==> config.mk <==
export PLATFORM = sky130hd
export DESIGN_NAME = imem_arbiter
export DESIGN_NICKNAME = d
export VERILOG_FILES = /design/src/rtl/imem_arbiter.sv
export SDC_FILE = /design/constraint.sdc
export NUM_CORES = 1
export LEC_CHECK = 0
export CORE_MARGIN = 2
export CORE_UTILIZATION = 19
export CTS_BUF_LIST = sky130_fd_sc_hd__clkbuf_8
export DETAILED_ROUTE_END_ITERATION = 10
export HOLD_SLACK_MARGIN = 0.15
export PLACE_DENSITY = 0.85
export SLEW_MARGIN = 20
export SYNTH_ARGS = -nofsm -noshare
export SYNTH_HDL_FRONTEND = slang
export SYNTH_SLANG_ARGS = --single-unit
==> constraint.sdc <==
create_clock -name clk -period 1.5 [get_ports clk]
set_input_delay 0.15 -clock clk [delete_from_list [all_inputs] [get_ports clk]]
set_output_delay 0.15 -clock clk [all_outputs]
set_load 0.01 [all_outputs]
==> src/rtl/imem_arbiter.sv <==
// Instruction memory arbiter: shares one synchronous-read port between
// fetch and the loader, with starvation relief and a loader lock mode.
module imem_arbiter #(
   parameter int ADDR_W   = 10,
   parameter int MAX_WAIT = 4
) (
   input  logic              clk,
   input  logic              rst,
   input  logic              fetch_req,
   input  logic [ADDR_W-1:0] fetch_addr,
   output logic              fetch_gnt,
   output logic              fetch_rvalid,
   output logic [31:0]       fetch_rdata,
   output logic              fetch_stall,
   input  logic              ldr_lock,
   input  logic              ldr_req,
   input  logic              ldr_we,
   input  logic [ADDR_W-1:0] ldr_addr,
   input  logic [31:0]       ldr_wdata,
   output logic              ldr_gnt,
   output logic              ldr_rvalid,
   output logic [31:0]       ldr_rdata,
   output logic [ADDR_W-1:0] mem_addr,
   output logic              mem_we,
   output logic [31:0]       mem_wdata,
   input  logic [31:0]       mem_rdata
);

   typedef enum logic {
      S_RUN,
      S_LOAD
   } state_t;

   typedef enum logic [1:0] {
      OWN_NONE,
      OWN_FETCH,
      OWN_LDR
   } owner_t;

   localparam logic [3:0] WAIT_MAX = 4'(MAX_WAIT);

   state_t      state_q, state_d;
   owner_t      owner_q, owner_d;
   logic [3:0]  wait_cnt_q, wait_cnt_d;
   logic        fetch_win;
   logic        ldr_win;
   logic        ldr_starved;

   assign ldr_starved = (wait_cnt_q == WAIT_MAX);

   always_comb begin
      fetch_win = 1'b0;
      ldr_win   = 1'b0;
      case (state_q)
         S_RUN: begin
            ldr_win   = ldr_req && (!fetch_req || ldr_starved);
            fetch_win = fetch_req && !ldr_win;
         end
         S_LOAD: begin
            ldr_win = ldr_req;
         end
         default: begin
            fetch_win = 1'b0;
            ldr_win   = 1'b0;
         end
      endcase
   end

   assign fetch_gnt   = fetch_win;
   assign ldr_gnt     = ldr_win;
   assign fetch_stall = (state_q == S_LOAD);

   always_comb begin
      mem_addr  = '0;
      mem_we    = 1'b0;
      mem_wdata = '0;
      if (ldr_win) begin
         mem_addr  = ldr_addr;
         mem_we    = ldr_we;
         mem_wdata = ldr_wdata;
      end else if (fetch_win) begin
         mem_addr = fetch_addr;
      end
   end

   always_comb begin
      state_d    = ldr_lock ? S_LOAD : S_RUN;
      owner_d    = OWN_NONE;
      wait_cnt_d = '0;
      if (fetch_win) begin
         owner_d = OWN_FETCH;
      end else if (ldr_win && !ldr_we) begin
         owner_d = OWN_LDR;
      end
      // only a denied loader request in RUN accumulates wait
      if (state_q == S_RUN && ldr_req && !ldr_win) begin
         wait_cnt_d = ldr_starved ? wait_cnt_q : wait_cnt_q + 4'd1;
      end
   end

   always_ff @(posedge clk) begin
      if (rst) begin
         state_q    <= S_RUN;
         owner_q    <= OWN_NONE;
         wait_cnt_q <= '0;
      end else begin
         state_q    <= state_d;
         owner_q    <= owner_d;
         wait_cnt_q <= wait_cnt_d;
      end
   end

   // a read issued just before reset must not surface during reset
   assign fetch_rvalid = (owner_q == OWN_FETCH) && !rst;
   assign ldr_rvalid   = (owner_q == OWN_LDR) && !rst;
   assign fetch_rdata  = fetch_rvalid ? mem_rdata : '0;
   assign ldr_rdata    = ldr_rvalid ? mem_rdata : '0;

endmodule

==> key figures, run 1 <==
Critical path
  – Worst reg-to-reg setup slack: 0.11 ns
  – Worst Path Arrival: 1.60 ns
  – Reg-to-reg endpoint: owner_q[1]
  – CP required: 1.35 ns
  – Slowest cell on crit path: clkdlybuf4s50_1
  – Worst Setup End Kind: output port
  – Cell Chain, Critical Path: clkdlybuf4s50_1 -> and2b_1 -> a21oi_4 -> buf_12 -> buf_16 -> a22o_2 -> buf_6
  – Worst setup SP type: primary input
  – RR Startpoint: wait_cnt_q[1]
  – Worst r2r path cells: 7
  – Max FO, Critical Path: 11
  – WS Path Type: primary input to output port
  – CP bufs+invs: 4
  – Number of stages on the worst setup path: 7
  – Worst path max stage delay: 0.47 ns
  – Top delay family on crit path: buffers and inverters

Cells and area
  – Fin nets: 477
  – Most frequent cells in the layout: 89 x clkdlybuf4s50_1, 76 x buf_6, 59 x and2_4
  – Diodes inserted: 0
  – Share of cells above drive strength 1: 59.4%
  – Area added between synthesis and finish: 235%
  – Fill cells: 507
  – Commonest non-fill, non-tap cell in the layout: clkdlybuf4s50_1
  – Finished Core Util: 65.4%

Timing
  – Period utilisation layout: 117%
  – Clk_skew: 0.000175 ns
  – Slew HR: 82.7%
  – Endpoints failing setup: 71
  – Max Freq: 570 MHz
  – Minimum clock period: 1.75 ns
  – RSZ-0062 raised after global routing: yes
  – Final hold slack: 0.487 ns
  – Hold Vio Cnt, Final: 0
  – Slew @ Worst Pin: 0.259 ns
  – Slew Limit Fails: 0
  – Final setup margin: -0.254 ns

Floorplanning
  – DIE AREA: 0.00665 mm²
  – Die Y: 81.5 µm
  – IO Pins: 202
  – Initial Util: 19.5%
  – FP Rows: 28
  – Core ar.: 0.00585 mm²
  – Die width: 81.5 µm

Min path
  – Hold Crit Endpoint: fetch_stall
  – Hold Crit Start: ldr_lock
  – Hold crit path type: primary input to flop
  – Hold-critical path depth: 2

Outcome
  – Status: finished, violations left
  – Violations in the final reports: setup timing

Power
  – Internal: 885 µW
  – Pwr Density: 321 mW/mm²
  – P_sw: 341 µW
  – Maximum VDD drop: 0.000238 V
  – Comb pwr share: 63.1%
  – Sw frac: 27.8%
  – Reg power frac: 16.1%
  – Lkg Pwr: 1.85 nW
  – Clock power frac: 20.8%

Clock network
  – Hold-fix buffers at CTS: 0
  – H-Tree Level Count: 1
  – Clk_lat worst skew: 0.22 ns
  – CTS tree: yes
  – Clk sinks: 7
  – CTS clock-pin slew for the worst setup and hold paths: 0.04 ns
  – Max clock buf depth: 2
  – CTS buffer count: 3
  – Root buffer cell: clkbuf_8

Yosys
  – Post-Syn Nets: 244
  – Seq/Total Area, Yosys: 12.3%
  – Post-synthesis instance total: 152
  – Avg Inst Size Synth: 7.52 µm²
  – Post-Synthesis Cell Area: 0.00114 mm²
  – Synth cell types: 24
  – Synth warn: 0
  – Synthesized flop and latch total: 7

Drt
  – Via Count: 1976
  – Number of remaining DRC errors: 0
  – First DRT Iteration DRCs: 21
  – Final wirelength: 7020 µm
  – Detail Route Antenna Nets: 0
  – DR WL/cell: 15.3 µm
  – Drt first pass iters: 4
  – Via-per-instance ratio: 4.31

Placed design
  – DP HPWL: 4770 µm
  – Port bufs: 201
  – Placer congestion estimate: 0.695
  – Place WS: -0.521 ns

GRT
  – First-pass GRT wire length: 9950 µm
  – Grt met2 use: 42.2%
  – Largest net degree at the start of global routing: 14
  – Met1 usage: 18.4%
  – Vias in the first global route: 2078
  – Initial antenna violation count: 0
  – GRT busiest layer: met2
  – Global-route total usage across every layer: 19.5%
  – Met3 usage: 2.42%
  – Gr ovfl total: 0

Flow run
  – Max-Cap Viols: 0
## how the worst max path moves through the flow
stage	end	slack, ns	start
global route	mem_addr[6]	-0.29	wait_cnt_q[0]
floorplan	mem_wdata[17]	0.08	wait_cnt_q[0]
finish	mem_addr[3]	-0.25	fetch_req
global placement	mem_wdata[30]	-0.48	fetch_req
detailed placement	mem_addr[9]	-0.52	fetch_req
CTS	mem_addr[8]	-0.24	wait_cnt_q[0]
## worst register-to-register path: cells and delay by family (launching register included)
kind                     cells  cell delay [ns]
AO/OA/AOI/OAI                1             0.25
adder cells (fa/ha/maj)      1             0.14
AND/OR/NAND/NOR              2             0.24
flip-flops                   1             0.31
buffers and inverters        3             0.35
## cells by family after synthesis
family / share of synthesized area (%)
adder cells (fa/ha/maj): 2.19
buffers and inverters: 8.43
multiplexers: 0.876
AO/OA/AOI/OAI: 11.5
AND/OR/NAND/NOR: 64.7
flip-flops: 12.3
## cells in the mapped netlist
cell type	number	share of area (%)
and2_1	97	53
ha_1	2	2.2
a22o_1	4	3.1
nor3b_1	2	1.3
or2b_1	1	0.66
nand3_1	1	0.44
and2b_1	1	0.66
nand2b_1	1	0.55
a21oi_4	1	1.4
nor2_1	2	0.66
nor4_1	1	0.55
a22o_2	6	5.3
nand3b_4	1	1.8
o21a_4	1	1.3
buf_6	5	4.9
nor3b_2	2	2.2
o21ai_0	1	0.44
nand3b_1	1	0.66
clkbuf_1	4	1.3
inv_1	4	1.3
dfxtp_1	7	12
mux2i_1	1	0.88
nor2b_1	4	2.2
buf_2	2	0.88
## state kept, by name, summed over array words and instances, names as in the netlist
signal and cells:
wait_cnt_q 4, fetch_stall 1, owner_q 2
## stage by stage
step | TNS (ns) | cell area (µm²) | std cells | power [mW]
final | -9.03 | 3820 | 459 | 1.23
after global routing | -13.78 | 3820 | 459 | 1.29
after CTS | -10.94 | 3610 | 461 | 1.21
after detailed placement | -50.73 | 3310 | 431 | 0.861
after global placement | -46.69 | 3310 | 431 | 0.848
after floorplan | 0 | 1140 | 152 | 0.394
## final cells by class
class,count,area (µm²),area share [%]
inverter,4,15.0,0.393
multi-input combinational,131,1090,28.6
tap,75,93.8,2.45
sequential,7,145,3.79
clock inverter,1,3.75,0.0981
clock buffer,3,41.3,1.08
timing repair buffer,238,2430,63.6
## layer usage
layer | vias to the layer above | part of all wire (%) | routed length [µm]
li1 | 954 | - | -
met1 | 887 | 31 | 2170
met2 | 123 | 60 | 4180
met3 | 12 | 7.1 | 497
met4 | 0 | 2.4 | 168
met5 | - | 0 | 0
## repair_timing
| action | CTS | global route |
|---|---|---|
| resized for setup | 538 | 69 |
| endpoints found under the setup margin | 111 | 99 |
| setup buffers | 16 | 2 |
| gates cloned | 10 | 0 |
| pin swaps | 39 | 17 |
## power by group through the flow
stage | sequential, mW | combinational [mW] | clock, mW
after global routing | 0.198 | 0.820 | 0.272
after CTS | 0.197 | 0.755 | 0.263
after detailed placement | 0.198 | 0.663 | 0
after global placement | 0.197 | 0.650 | 0
after floorplan | 0.198 | 0.196 | 0
final | 0.197 | 0.774 | 0.255
(Power assumes the default switching activity.)
==> run 2, diff against run 1 <==
--- a/config.mk
+++ b/config.mk
@@ -5,12 +5,13 @@
 export SDC_FILE = /design/constraint.sdc
 export NUM_CORES = 1
 export LEC_CHECK = 0
-export CORE_MARGIN = 2
-export CORE_UTILIZATION = 19
+export CORE_AREA = 2 2 78 80
 export CTS_BUF_LIST = sky130_fd_sc_hd__clkbuf_8
 export DETAILED_ROUTE_END_ITERATION = 10
+export DIE_AREA = 0 0 80 82
+export DONT_BUFFER_PORTS = 1
 export HOLD_SLACK_MARGIN = 0.15
-export PLACE_DENSITY = 0.85
+export PLACE_DENSITY = 0.41
 export SLEW_MARGIN = 20
 export SYNTH_ARGS = -nofsm -noshare
 export SYNTH_HDL_FRONTEND = slang
==> key figures, run 2 (synthesis results as in run 1) <==
Clock network
  – Clk sinks: 7 (unchanged)
  – H-Tree Level Count: 1 (unchanged)
  – Root buffer cell: clkbuf_8
  – Max clock buf depth: 2 (unchanged)
  – CTS clock-pin slew for the worst setup and hold paths: 0.04 ns (about the same)
  – Clk_lat worst skew: 0.24 ns (+0.02 ns)
  – CTS buffer count: 3 (unchanged)
  – CTS tree: yes

Critical path
  – WS Path Type: flop to output port
  – Slowest cell on crit path: dfxtp_2
  – Max FO, Critical Path: 5 (-6)
  – CP bufs+invs: 4 (unchanged)
  – CP required: 1.35 ns (about the same)
  – Worst path max stage delay: 0.32 ns (-0.15 ns)
  – Reg-to-reg endpoint: owner_q[0]
  – Cell Chain, Critical Path: inv_2 -> ha_4 -> nand3b_4 -> a21oi_4 -> buf_6 -> buf_12 -> clkbuf_16 -> a22o_4
  – Top delay family on crit path: buffers and inverters
  – Worst setup SP type: flop
  – Worst Setup End Kind: output port
  – RR Startpoint: wait_cnt_q[0]
  – Worst Path Arrival: 1.56 ns (-0.04 ns)
  – Worst r2r path cells: 6 (-1)
  – Worst reg-to-reg setup slack: 0.20 ns (+0.09 ns)

Power
  – Clock power frac: 32.2% (+11 points)
  – Pwr Density: 496 mW/mm² (+55%)
  – Reg power frac: 22.5% (+6.4 points)
  – Internal: 589 µW (-33%)
  – Sw frac: 31.8% (+3.9 points)
  – Overall power: 864 µW (-30%)
  – P_sw: 275 µW (-20%)
  – Comb pwr share: 45.3% (-18 points)
  – Maximum VDD drop: 0.000248 V (+4.5%)
  – Lkg Pwr: 0.771 nW (-58%)

Min path
  – Hold-critical path depth: 2 (unchanged)
  – Hold Crit Start: ldr_req
  – Hold Crit Endpoint: owner_q[1]
  – Hold crit path type: primary input to flop

Timing
  – Final hold slack: 0.173 ns (-0.315 ns)
  – Slew HR: 83.2% (+0.48 points)
  – Slew Limit Fails: 0 (unchanged)
  – Final setup margin: -0.209 ns (+0.0445 ns)
  – Endpoints failing setup: 44 (-38%)
  – Clk_skew: 0.00349 ns (+0.00332 ns)
  – Minimum clock period: 1.71 ns (-0.0445 ns)
  – Slew @ Worst Pin: 0.252 ns (-0.00722 ns)
  – Hold Vio Cnt, Final: 0 (unchanged)
  – RSZ-0062 raised after global routing: yes
  – Max Freq: 585 MHz (+2.6%)
  – Setup TNS: -7.37 ns (+1.66 ns)
  – Period utilisation layout: 114% (-3.0 points)

Floorplanning
  – Initial Util: 19.9% (+0.36 points)
  – Die width: 80 µm (-1.9%)
  – FP Rows: 28 (unchanged)
  – Die Y: 82 µm (+0.56%)
  – IO Pins: 202 (unchanged)
  – DIE AREA: 0.00656 mm² (-1.3%)
  – Core ar.: 0.00575 mm² (-1.8%)

Drt
  – Detail Route Antenna Nets: 0 (unchanged)
  – Drt first pass iters: 4 (unchanged)
  – Number of remaining DRC errors: 0 (unchanged)
  – First DRT Iteration DRCs: 5 (-76%)
  – Via-per-instance ratio: 4.72 (+9.6%)
  – Final wirelength: 4330 µm (-38%)
  – DR WL/cell: 17.5 µm (+15%)
  – Via Count: 1165 (-41%)

Placed design
  – DP HPWL: 2910 µm (-39%)
  – Placed cells: 224 (-48%)
  – Placer congestion estimate: 0.711 (+2.4%)
  – Port bufs: 0 (-100%)

Cells and area
  – Commonest non-fill, non-tap cell in the layout: and2_1
  – Diodes inserted: 0 (unchanged)
  – Fin nets: 265 (-44%)
  – Count of non-filler cells in the finished layout: 247 (-46%)
  – Max reg flops: 4 (unchanged)
  – Area added between synthesis and finish: 52.6%
  – Share of cells above drive strength 1: 47.1% (-12 points)
  – Most frequent cells in the layout: 64 x and2_1, 33 x and2_4, 11 x buf_4
  – Most flops, register: wait_cnt_q
  – Finished Core Util: 30.3% (-35 points)

GRT
  – First-pass GRT wire length: 5450 µm (-45%)
  – Initial antenna violation count: 0 (unchanged)
  – Global-route total usage across every layer: 11.4% (-8.1 points)
  – Vias in the first global route: 1021 (-51%)
  – Gr ovfl total: 0 (unchanged)
  – Largest net degree at the start of global routing: 34 (+20)

Outcome
  – Status: finished, violations left
  – Violations in the final reports: setup timing

Flow run
  – Max-Cap Viols: 0 (unchanged)
run 2: cell count changes in the layout (fill, tap and decap cells not counted), moves of 5 or more:
cell | previous run | this run
a22o_2 | 5 | 0
buf_2 | 42 | 0
and2_1 | 38 | 64
clkdlybuf4s50_1 | 89 | 0
and2_4 | 59 | 33
a22o_4 | 1 | 10
buf_6 | 76 | 5
run 2: repair_timing:
| item | in CTS | in global routing |
|---|---|---|
| cloned | 5 | 1 |
| endpoints found under the hold margin | 3 | 0 |
| resized for setup | 59 | 2 |
| pin swaps | 29 | 13 |
| setup buffers | 9 | 2 |
| hold buffers | 3 | 0 |
| setup endpoints to repair | 44 | 44 |
run 2: worst max path at each step:
stage,start,end,slack [ns],depth (start not counted)
2_1_floorplan,wait_cnt_q[0],mem_wdata[17],0.08,6
3_3_place_gp,wait_cnt_q[1],mem_wdata[30],0.05,6
3_5_place_dp,wait_cnt_q[1],mem_wdata[30],0.01,6
4_1_cts,wait_cnt_q[0],mem_addr[7],-0.19,7
5_1_grt,wait_cnt_q[0],mem_wdata[30],-0.27,8
6_report,wait_cnt_q[0],mem_addr[7],-0.21,8
run 2: per-layer routing:
layer  global-route usage [%]  up-vias  part of all wire [%]
met5                        0        -                     0
met4                     5.08        0                   1.6
met3                     1.65        5                   9.5
met2                     23.4      119                    58
met1                     11.0      521                    31
li1                         -      520                     -
run 2: area by class of cell:
cell class,instances,area [µm²]
fillers,580,4000
multi-input cells,130,1080
repair buffers,27,364
flip-flops and latches,7,143
well taps,75,93.8
clock buffers,3,41.3
inverters,4,15.0
clock inverters,1,3.75
run 2: per-stage QoR:
stage	area [µm²]	worst slack, ns
after CTS	1720	-0.192
after global placement	1230	0.0469
after global routing	1740	-0.266
after detailed placement	1230	0.0128
after floorplan	1140	0.0775
final	1740	-0.209
run 2: power by group through the flow:
stage	Combinational, mW	Sequential (mW)	Clock (mW)
2_1_floorplan	0.196	0.198	0
3_5_place_dp	0.219	0.198	0
3_3_place_gp	0.219	0.197	0
5_1_grt	0.418	0.195	0.295
4_1_cts	0.390	0.195	0.275
6_report	0.391	0.195	0.278
==> run 3, diff against run 2 <==
==> config.mk (replaced) <==
export PLATFORM = sky130hd
export DESIGN_NAME = imem_arbiter
export DESIGN_NICKNAME = d
export VERILOG_FILES = /design/src/rtl/imem_arbiter.sv
export SDC_FILE = /design/constraint.sdc
export NUM_CORES = 1
export LEC_CHECK = 0
export ABC_AREA = 1
export CORE_MARGIN = 2
export CORE_UTILIZATION = 20
export CTS_BUF_LIST = sky130_fd_sc_hd__clkbuf_2
export DETAILED_ROUTE_END_ITERATION = 10
export HOLD_SLACK_MARGIN = 0.15
export PLACE_DENSITY = 0.87
export SLEW_MARGIN = 20
export SYNTH_ARGS = -nofsm -noshare
export SYNTH_HDL_FRONTEND = slang
export SYNTH_SLANG_ARGS = --single-unit
==> key figures, run 3 <==
Outcome
  – Status: finished, violations left
  – Violations in the final reports: setup timing

GRT
  – Initial antenna violation count: 0 (unchanged)
  – Vias in the first global route: 2282 (+120%)
  – Gr ovfl total: 0 (unchanged)
  – First-pass GRT wire length: 10200 µm (+88%)
  – Global-route total usage across every layer: 19.8% (+8.5 points)
  – Largest net degree at the start of global routing: 25 (-26%)

Critical path
  – Worst setup SP type: flop
  – WS Path Type: flop to output port
  – Slowest cell on crit path: dfxtp_2
  – CP required: 1.35 ns (about the same)
  – Worst Setup End Kind: output port
  – Cell Chain, Critical Path: inv_2 -> ha_4 -> nand3_4 -> nand2_4 -> nand2_8 -> buf_12 -> buf_6 -> nor2_2 -> buf_2
  – Max FO, Critical Path: 7 (+2)
  – Worst Path Arrival: 1.58 ns (+0.02 ns)
  – Worst path max stage delay: 0.33 ns (about the same)

Yosys
  – Yosys top cell area share: 32.6% (-21 points)
  – Post-synthesis instance total: 254 (+67%)
  – Number of synthesized flops with an enable pin: 0 (unchanged)
  – Post-Synthesis Cell Area: 0.00119 mm² (+3.8%)
  – Async SR Flop Fraction: 0% (unchanged)
  – Top cells by count, synth: 103 x nor2_1, 77 x inv_1, 23 x nand3_1
  – Top cells by area, synth: nor2_1 33%, inv_1 24%, dfxtp_1 12%, nand3_1 9.7%, nand2_1 5.4%
  – Synthesized flop and latch total: 7 (unchanged)
  – Post-synth top area cell: nor2_1
  – Synth cell types: 17 (-29%)
  – Post-Syn Nets: 346 (+42%)
  – Top FF cell, synth: dfxtp_1
  – Seq/Total Area, Yosys: 11.8% (-0.45 points)
  – Most numerous cell in the Yosys netlist: nor2_1
  – Synth warn: 0 (unchanged)
  – Avg Inst Size Synth: 4.67 µm² (-38%)

Min path
  – Hold crit path type: primary input to flop

Timing
  – Period utilisation layout: 115% (+1.1 points)
  – Slew HR: 78.1% (-5.1 points)
  – Clk_skew: 0.00767 ns (+0.00417 ns)
  – Final setup margin: -0.225 ns (-0.0161 ns)
  – Setup TNS: -5.74 ns (+1.63 ns)
  – RSZ-0062 raised after global routing: yes
  – Hold Vio Cnt, Final: 0 (unchanged)
  – Minimum clock period: 1.73 ns (+0.0161 ns)
  – Slew Limit Fails: 0 (unchanged)
  – Endpoints failing setup: 46 (+4.5%)
  – Max Freq: 580 MHz (-0.94%)
  – Slew @ Worst Pin: 0.328 ns (+0.0760 ns)

Drt
  – DR WL/cell: 14.1 µm (-19%)
  – Via-per-instance ratio: 4.36 (-7.6%)
  – Drt first pass iters: 4 (unchanged)
  – Final wirelength: 7970 µm (+84%)
  – Detail Route Antenna Nets: 0 (unchanged)
  – First DRT Iteration DRCs: 57 (+52)
  – Number of remaining DRC errors: 0 (unchanged)
  – Via Count: 2457 (+110%)

Cells and area
  – Max reg flops: 4 (unchanged)
  – Commonest non-fill, non-tap cell in the layout: clkdlybuf4s50_1
  – Most frequent cells in the layout: 89 x clkdlybuf4s50_1, 72 x nor2_1, 71 x inv_1
  – Share of cells above drive strength 1: 44.8% (-2.3 points)
  – Count of non-filler cells in the finished layout: 564 (+130%)
  – Diodes inserted: 0 (unchanged)
  – Fill cells: 511 (-12%)
  – Most flops, register: wait_cnt_q
  – Fin nets: 582 (+120%)
  – Area added between synthesis and finish: 199%

Clock network
  – Clk_lat worst skew: 0.25 ns (about the same)
  – Clk sinks: 7 (unchanged)
  – H-Tree Level Count: 1 (unchanged)
  – Max clock buf depth: 2 (unchanged)
  – CTS tree: yes
  – CTS buffer count: 3 (unchanged)
  – Hold-fix buffers at CTS: 0 (-3)
  – Root buffer cell: clkbuf_2
  – CTS clock-pin slew for the worst setup and hold paths: 0.08 ns (+0.04 ns)

Power
  – Pwr Density: 325 mW/mm² (-34%)
  – Overall power: 1.15 mW (+33%)
  – Lkg Pwr: 2.05 nW (+170%)
  – Maximum VDD drop: 0.000218 V (-12%)

Placed design
  – Place WS: -0.396 ns (-0.409 ns)
  – DP HPWL: 5100 µm (+75%)
  – Placer congestion estimate: 0.837 (+18%)
  – Placed cells: 539 (+140%)
  – Port bufs: 201 (+201)

Floorplanning
  – FP Rows: 28 (unchanged)
  – Initial Util: 20.4% (+0.51 points)
  – Core ar.: 0.00582 mm² (+1.2%)
  – Die Y: 81.0 µm (-1.2%)
  – Die width: 81.0 µm (+1.3%)
  – DIE AREA: 0.00656 mm² (about the same)
  – IO Pins: 202 (unchanged)

Flow run
  – Max-Cap Viols: 0 (unchanged)
==> run 3: cell types whose count changed in the layout (fill, tap and decap cells not counted), sizes merged, moves of 6 or more <==
| cell | previous run | this run |
|---|---|---|
| nor2 | 2 | 106 |
| and2 | 97 | 0 |
| clkdlybuf4s50 | 0 | 89 |
| buf | 23 | 106 |
| inv | 5 | 76 |
| clkbuf | 4 | 46 |
| nand3 | 1 | 24 |
| nand2 | 0 | 19 |
| a22o | 10 | 0 |
| clkdlybuf4s15 | 0 | 6 |
==> run 3: critical path: cells and delay by family, from the launching register on <==
family | cells | cell delay [ns]
adder cells (fa/ha/maj) | 1 | 0.16
flip-flops | 1 | 0.33
AND/OR/NAND/NOR | 4 | 0.35
buffers and inverters | 4 | 0.48
==> run 3: final timing paths <==
kind / slack [ns] / end / cells past startpoint / start
setup / recovery: -0.23 / mem_wdata[26] / 9 / wait_cnt_q[0]
hold / removal: 0.45 / fetch_stall / 3 / ldr_lock
setup reg to reg: -0.11 / owner_q[0] / 10 / wait_cnt_q[0]
hold reg to reg: 0.52 / wait_cnt_q[0] / 2 / wait_cnt_q[0]
==> run 3: cell families (layout without fill, tap and decap cells) <==
| kind of cell | after synthesis | after routing | share of synthesized area, % |
|---|---|---|---|
| xor gates and xnor gates | 1 | 1 | 0.739 |
| DFF | 7 | 7 | 11.8 |
| AOI/OAI and AO/OA | 3 | 3 | 1.27 |
| buffers and inverters | 90 | 325 | 31.4 |
| adders and majority gates | 2 | 2 | 2.11 |
| and+or+nand+nor | 151 | 151 | 52.6 |
==> run 3: what timing repair did <==
action,CTS,global route
gates resized for setup,366,134
cloned,4,1
pin swaps,10,9
buffers inserted,16,2
setup endpoints to repair,111,110
==> run 3: final cells by class <==
| class | count | area [µm²] | area share (%) |
|---|---|---|---|
| Sequential cell | 7 | 146 | 4.13 |
| Multi-Input combinational cell | 157 | 932 | 26.3 |
| Clock buffer | 4 | 20.0 | 0.565 |
| Inverter | 77 | 294 | 8.29 |
| Tap cell | 75 | 93.8 | 2.65 |
| Timing Repair Buffer | 244 | 2060 | 58.1 |
==> run 3: routing by layer <==
metal	global-route usage, %	routed length (µm)	vias to the layer above
met3	4.44	868	20
met5	0	0	-
met4	7.97	217	0
li1	-	-	1181
met1	19.1	2630	1107
met2	39.8	4260	149
==> run 3: stage by stage <==
step / hold WS [ns] / area [µm²] / util, %
final: 0.447 / 3550 / 61.0
after global routing: 0.451 / 3550 / 61.0
after CTS: 0.425 / 3590 / 61.7
after detailed placement: 0.519 / 3440 / 59.1
after global placement: 0.503 / 3440 / 59.1
after floorplan: 0.221 / 1190 / -
==> run 3: where the power goes <==
group          switching (mW)  leakage, nW  internal, mW
clock                  0.0792       0.0166        0.0708
combinational           0.348         1.97         0.458
sequential            0.00413       0.0594         0.191
